File: src/rtl/datapath_ctrl_if.sv
// Instruction fetch and data memory handshake bundle for datapath_ctrl.
// master: instruction source / memory side; slave: the controller.
interface datapath_ctrl_if;
    logic [15:0] instruction;
    logic        instr_valid;
    logic        instr_ready;
    logic        mem_ack;
    logic        mem_req;
    logic        mem_we;

    modport master (
        output instruction,
        output instr_valid,
        input  instr_ready,
        output mem_ack,
        input  mem_req,
        input  mem_we
    );

    modport slave (
        input  instruction,
        input  instr_valid,
        output instr_ready,
        input  mem_ack,
        output mem_req,
        output mem_we
    );
endinterface

File: src/rtl/datapath_ctrl.sv
// Multicycle control FSM for the 16-bit datapath.
// Ports: clk, reset (async, active-low), bus (instr/mem handshakes),
// datapath enables/selects, illegal and mem_err pulses.
module datapath_ctrl #(
    parameter int MEM_TIMEOUT = 15
) (
    input  logic       clk,
    input  logic       reset,
    datapath_ctrl_if.slave bus,
    output logic [3:0] aluControl,
    output logic       srcRegEn,
    output logic       dstRegEn,
    output logic       immRegEn,
    output logic       resultRegEn,
    output logic       regFileEn,
    output logic       signEn,
    output logic       irS,
    output logic [1:0] mux4En,
    output logic       regImmMuxEn,
    output logic       shiftALUMuxEn,
    output logic       exMemResultEn,
    output logic [1:0] regpcCont,
    output logic       pcRegEn,
    output logic       pcRegMuxEn,
    output logic       illegal,
    output logic       mem_err
);

    typedef enum logic [2:0] {
        FETCH,
        DECODE,
        EXEC,
        WB,
        MEM,
        LDWB
    } state_t;

    localparam logic [7:0] CNT_LAST = 8'(MEM_TIMEOUT - 1);

    state_t      state;
    logic [15:0] ir;
    logic [7:0]  cnt;
    logic        run;
    logic        err_q;

    logic [3:0] op;
    logic [3:0] ext;
    logic [3:0] alu_sel;
    logic       rtype;
    logic       imm_op;
    logic       shift_op;
    logic       lshi;
    logic       mem_op;
    logic       store;
    logic       legal;
    logic       is_cmp;
    logic       ready;

    // Register/immediate fields go straight to the datapath.
    logic unused_fields;
    assign unused_fields = ^{ir[11:8], ir[3:0]};

    function automatic logic is_alu(input logic [3:0] c);
        return c inside {4'b0101, 4'b1001, 4'b1011, 4'b0001,
                         4'b0010, 4'b0011, 4'b1101};
    endfunction

    function automatic logic [3:0] alu_code(input logic [3:0] c);
        logic [3:0] r;
        r = 4'b0000;
        unique case (1'b1)
            c == 4'b0101: r = 4'b0000;
            c == 4'b1001: r = 4'b0001;
            c == 4'b0001: r = 4'b0010;
            c == 4'b0010: r = 4'b0011;
            c == 4'b0011: r = 4'b0100;
            c == 4'b1101: r = 4'b0101;
            c == 4'b1011: r = 4'b0110;
            default:      r = 4'b0000;
        endcase
        return r;
    endfunction

    always_comb begin
        op       = ir[15:12];
        ext      = ir[7:4];
        rtype    = (op == 4'b0000) && is_alu(ext);
        imm_op   = is_alu(op);
        lshi     = (op == 4'b1000) && (ext[3:1] == 3'b000);
        shift_op = lshi || ((op == 4'b1000) && (ext == 4'b0100));
        store    = (op == 4'b0100) && (ext == 4'b0100);
        mem_op   = store || ((op == 4'b0100) && (ext == 4'b0000));
        legal    = rtype || imm_op || shift_op || mem_op;
        alu_sel  = rtype ? ext : op;
        is_cmp   = (alu_sel == 4'b1011) && (rtype || imm_op);
    end

    // run keeps instr_ready low until the first edge after reset release.
    assign ready = run && (state == FETCH);

    always_ff @(posedge clk or negedge reset) begin
        if (!reset) begin
            state <= FETCH;
            ir    <= '0;
            cnt   <= '0;
            run   <= 1'b0;
            err_q <= 1'b0;
        end else begin
            run   <= 1'b1;
            err_q <= 1'b0;
            case (state)
                FETCH: begin
                    if (bus.instr_valid && ready) begin
                        ir    <= bus.instruction;
                        state <= DECODE;
                    end
                end
                DECODE: begin
                    if (!legal)      state <= FETCH;
                    else if (mem_op) state <= MEM;
                    else             state <= EXEC;
                end
                EXEC: state <= WB;
                WB:   state <= FETCH;
                MEM: begin
                    // An ack on the final allowed cycle still wins.
                    if (bus.mem_ack) begin
                        cnt   <= '0;
                        state <= store ? FETCH : LDWB;
                    end else if (cnt == CNT_LAST) begin
                        cnt   <= '0;
                        err_q <= 1'b1;
                        state <= FETCH;
                    end else begin
                        cnt <= cnt + 8'd1;
                    end
                end
                LDWB:    state <= FETCH;
                default: state <= FETCH;
            endcase
        end
    end

    logic req;
    logic we;

    always_comb begin
        req           = 1'b0;
        we            = 1'b0;
        aluControl    = 4'b0000;
        srcRegEn      = 1'b0;
        dstRegEn      = 1'b0;
        immRegEn      = 1'b0;
        resultRegEn   = 1'b0;
        regFileEn     = 1'b0;
        signEn        = 1'b0;
        irS           = 1'b0;
        mux4En        = 2'b00;
        regImmMuxEn   = 1'b0;
        shiftALUMuxEn = 1'b0;
        exMemResultEn = 1'b0;
        regpcCont     = 2'b00;
        illegal       = 1'b0;
        case (state)
            DECODE: begin
                srcRegEn = 1'b1;
                dstRegEn = 1'b1;
                immRegEn = 1'b1;
                irS      = !(op inside {4'b0000, 4'b0100, 4'b1000});
                illegal  = !legal;
            end
            EXEC: begin
                resultRegEn = 1'b1;
                if (shift_op) begin
                    shiftALUMuxEn = 1'b1;
                    regImmMuxEn   = lshi;
                end else begin
                    aluControl = alu_code(alu_sel);
                    mux4En     = rtype ? 2'b00 : 2'b01;
                    signEn     = imm_op &&
                                 (op inside {4'b0101, 4'b1001, 4'b1011});
                end
            end
            WB:   regFileEn = !is_cmp;
            MEM: begin
                req = 1'b1;
                we  = store;
            end
            LDWB: begin
                regFileEn     = 1'b1;
                exMemResultEn = 1'b1;
            end
            default: ;
        endcase
    end

    assign bus.instr_ready = ready;
    assign bus.mem_req     = req;
    assign bus.mem_we      = we;
    assign pcRegEn         = 1'b0;
    assign pcRegMuxEn      = 1'b0;
    assign mem_err         = err_q;

endmodule

File: src/flat_wrapper.sv
// flat-port wrapper written by rule: the top's interface ports become plain ports
module datapath_ctrl_flat 
#(
    parameter int MEM_TIMEOUT = 15
)
  (clk, reset, aluControl, srcRegEn, dstRegEn, immRegEn, resultRegEn, regFileEn, signEn, irS, mux4En, regImmMuxEn, shiftALUMuxEn, exMemResultEn, regpcCont, pcRegEn, pcRegMuxEn, illegal, mem_err, bus_instruction, bus_instr_valid, bus_instr_ready, bus_mem_ack, bus_mem_req, bus_mem_we);
  datapath_ctrl_if bus_i ();
  input  logic clk;
  input  logic reset;
  output logic [3:0] aluControl;
  output logic srcRegEn;
  output logic dstRegEn;
  output logic immRegEn;
  output logic resultRegEn;
  output logic regFileEn;
  output logic signEn;
  output logic irS;
  output logic [1:0] mux4En;
  output logic regImmMuxEn;
  output logic shiftALUMuxEn;
  output logic exMemResultEn;
  output logic [1:0] regpcCont;
  output logic pcRegEn;
  output logic pcRegMuxEn;
  output logic illegal;
  output logic mem_err;
  input wire logic [$bits(bus_i.instruction)-1:0] bus_instruction;
  input wire logic [$bits(bus_i.instr_valid)-1:0] bus_instr_valid;
  output wire logic [$bits(bus_i.instr_ready)-1:0] bus_instr_ready;
  input wire logic [$bits(bus_i.mem_ack)-1:0] bus_mem_ack;
  output wire logic [$bits(bus_i.mem_req)-1:0] bus_mem_req;
  output wire logic [$bits(bus_i.mem_we)-1:0] bus_mem_we;
  assign bus_i.instruction = bus_instruction;
  assign bus_i.instr_valid = bus_instr_valid;
  assign bus_instr_ready = bus_i.instr_ready;
  assign bus_i.mem_ack = bus_mem_ack;
  assign bus_mem_req = bus_i.mem_req;
  assign bus_mem_we = bus_i.mem_we;
  datapath_ctrl #(.MEM_TIMEOUT(MEM_TIMEOUT)) u_core (.clk(clk), .reset(reset), .bus(bus_i), .aluControl(aluControl), .srcRegEn(srcRegEn), .dstRegEn(dstRegEn), .immRegEn(immRegEn), .resultRegEn(resultRegEn), .regFileEn(regFileEn), .signEn(signEn), .irS(irS), .mux4En(mux4En), .regImmMuxEn(regImmMuxEn), .shiftALUMuxEn(shiftALUMuxEn), .exMemResultEn(exMemResultEn), .regpcCont(regpcCont), .pcRegEn(pcRegEn), .pcRegMuxEn(pcRegMuxEn), .illegal(illegal), .mem_err(mem_err));
endmodule
File: config.mk
export PLATFORM = sky130hd
export DESIGN_NAME = datapath_ctrl_flat
export DESIGN_NICKNAME = d
export VERILOG_FILES = /design/src/rtl/datapath_ctrl_if.sv /design/src/rtl/datapath_ctrl.sv /design/src/flat_wrapper.sv
export SDC_FILE = /design/constraint.sdc
export NUM_CORES = 1
export LEC_CHECK = 0
export CORE_MARGIN = 5
export CORE_UTILIZATION = 46
export DETAILED_ROUTE_END_ITERATION = 8
export GPL_ROUTABILITY_DRIVEN = 0
export HOLD_SLACK_MARGIN = 0.12
export PLACE_DENSITY = 0.84
export SLEW_MARGIN = 20
export SYNTH_ARGS = -nofsm -noshare
export SYNTH_HDL_FRONTEND = slang
export SYNTH_SLANG_ARGS = --single-unit
File: constraint.sdc
create_clock -name clk -period 2.4 [get_ports clk]
set_clock_uncertainty 0.15 [all_clocks]
set_input_delay 0.24 -clock clk [delete_from_list [all_inputs] [get_ports clk]]
set_output_delay 0.24 -clock clk [all_outputs]
set_load 0.01 [all_outputs]
==> impl_metrics.toml <==
[global_route]
use_met1_pct = 18.4
met2_usage_pct = 31.6
grt_max_degree = 22
grt_pass1_vias = 1321
top_usage_layer = "met2"
grt-ovfl-total = 0
grtUsageMet3_pct = 2.38
track_usage_pct = 17.0
antenna_found_initial = 0
grt_first_pass_wirelength_um = 5810

[critical_path]
startpoint = "u_core.ir[5]"
cp.required_ns = 2.01
cp_slowest_cell = "dfrtp_2"
critPathCaptureType = "output port"
critPathLaunchType = "flip-flop"
r2r_start = "u_core.ir[5]"
cpPeakStageDelay_ns = 0.46
cp.arrival_ns = 2.00
critPathKind = "flip-flop to output port"
cp_common_cell = "buf_4"
cp_cell_sequence = "buf_4, nor4_4, nand2_2, buf_4, a22o_1, and3_1, clkbuf_2"
reg2reg_slack_ns = 0.32
crit_path_max_fanout = 5

[route]
first_pass_iters = 4
ant_nets = 0
drt-initial-drc-count = 119
route.detailed.drc = 0
drt-vias-per-instance = 5.55
post_drt_wl_per_cell_um = 15.0
vias = 1405
wirelength_um = 3800

[min_path]
worstHoldStart = "u_core.state[0]"
min_path_type = "flip-flop to flip-flop"

[place]
port_buffers = 30
hpwl_um = 2650
post-place-ws_ns = 0.0435

[synthesis]
syn_area_per_cell_um2 = 9.29
synth_top_cell_area_share_pct = 36.3
ys_types = 48
synth_area_leaders = "dfrtp_1 (36%), mux2_2 (6.2%), buf_4 (5.2%)"
ys_seq_area_share_pct = 36.3
synthFlopType = "dfrtp_1"
yosysMostFrequentCell = "dfrtp_1"
syn_inst = 156
synth_seq_cells = 21
ys_top_cells_by_count = "dfrtp_1 (21), nand2_1 (11), o21ai_0 (11)"
synth_area_um2 = 1450
synthArstFlopShare_pct = 100
synth_top_area_cell = "dfrtp_1"
synth_edf_count = 0
ys_warn_count = 0

[cts]
cts_sinks = 21
cts_max_path_buffers = 2
clock-root-buffer = "clkbuf_4"
htree_levels = 1
cts_tree = "done"
clkTransAtPathRegs_ns = 0.12
cts_buffers = 3
clk_latency_ns = 0.31

[sta]
hold_viol_final = 0
finalSetupViolations = 0
maxSlewViolCount = 0
period_minus_slack_ns = 2.39
postLayoutSetupSlackWorst_ns = 0.00775
holdWs_ns = 0.356
rsz0062_at_grt = "yes"
fin_crit_sh_pct = 99.7
fmax_mhz = 418

[die]
boundaryPins = 45
core-area_um2 = 3030
die_w_um = 66.1
die_y_um = 66.1
initial_core_util_pct = 47.9
fp.dieArea_um2 = 4370
floorplan.rows = 20

[finish]
area_growth_pct = 38.4
finish.utilization_pct = 66.2
drive_gt1_share_pct = 31.6
fin_nets = 232
diodes = 0

[power]
leakagePower_nw = 0.997
p_per_area_nw_per_um2 = 1040
ir_drop_mv = 0.505

[job]
maxCapViolCount = 0

[outcome]
outcome = "finished clean"
-- layout make-up --
class | instances | area, um^2
Inverter | 9 | 33.8
Timing Repair Buffer | 59 | 509
Clock buffer | 3 | 22.5
Sequential cell | 21 | 533
Fill cell | 250 | 1020
Tap cell | 44 | 55.1
Clock inverter | 1 | 5.00
Multi-Input combinational cell | 116 | 847
-- report_power, final --
group / total [mW] / leakage (nW) / internal (mW) / switching, mW
clock network: 0.169 / 0.0177 / 0.0621 / 0.107
registers: 0.706 / 0.258 / 0.497 / 0.208
logic: 1.22 / 0.721 / 0.632 / 0.587
total: 2.09 / 0.997 / 1.19 / 0.902
-- cells in the final DEF (no fill, tap or decap), drive strengths merged, types with 3 or more instances in the layout --
cell,instances
o21ai,11
dlygate4sd2,3
nor2,5
mux2,8
nor2b,5
dlymetal6s2s,5
clkdlybuf4s50,15
conb,7
and3,4
xor2,3
nand4,4
inv,9
clkbuf,7
nand2,11
nor3,6
and2,4
or3,3
a211oi,3
dfrtp,21
nor3b,3
buf,31
a21oi,8
-- cell families after synthesis --
| kind of cell | after synthesis | synth area share, % |
|---|---|---|
| xor gates and xnor gates | 3 | 1.81 |
| muxes | 8 | 6.22 |
| and+or+nand+nor | 55 | 22.2 |
| buffers and inverters | 24 | 9.93 |
| adders and majority gates | 2 | 1.73 |
| DFF | 21 | 36.3 |
| other | 2 | 0.518 |
| AOI/OAI and AO/OA | 41 | 21.3 |
-- metal layers --
metal | vias to the layer above | wire length (um) | share of wire [%]
met5 | - | 0 | 0
met4 | 0 | 52 | 1.4
met3 | 6 | 177 | 4.7
met2 | 47 | 2030 | 53
met1 | 689 | 1540 | 40
li1 | 663 | - | -
-- critical path, delay by kind of cell, from the launching register on --
kind / cells / cell delay [ns]
AND/OR/NAND/NOR: 3 / 0.59
buffers and inverters: 3 / 0.44
AO/OA/AOI/OAI: 1 / 0.21
flip-flops: 1 / 0.46
-- state kept, by name (all words and copies together), names as in the netlist --
signal,flops
u_core.run,1
u_core.cnt,8
u_core.state,3
u_core.mem_err,1
u_core.ir,8
-- path summary, 6_finish.rpt --
check,endpoint,depth (start not counted)
worst min-delay path,u_core.state[0],1
max in group asynchronous,u_core.ir[5],3
worst min register to register,u_core.state[0],1
worst max register to register,u_core.state[2],7
worst max-delay path,illegal,7
min in group asynchronous,u_core.cnt[4],3
-- through the flow --
step	std cells	power, mW	cell area [um^2]	TNS [ns]
2_1_floorplan	161	1.32	1470	0
3_3_place_gp	235	1.66	1830	0
3_5_place_dp	235	1.72	1830	0
4_1_cts	244	1.96	1920	-0.241
5_1_grt	253	2.24	2010	-0.342
6_report	253	2.09	2010	0
-- timing repair --
item                                    in CTS  in global routing
resized for setup                           26                 26
hold buffers                                 1                  0
endpoints found under the setup margin      14                 13
endpoints found under the hold margin       12                  0
setup buffers                                4                  9
pin swaps                                    1                  9
No activity file was read; power rests on OpenSTA's default activity.
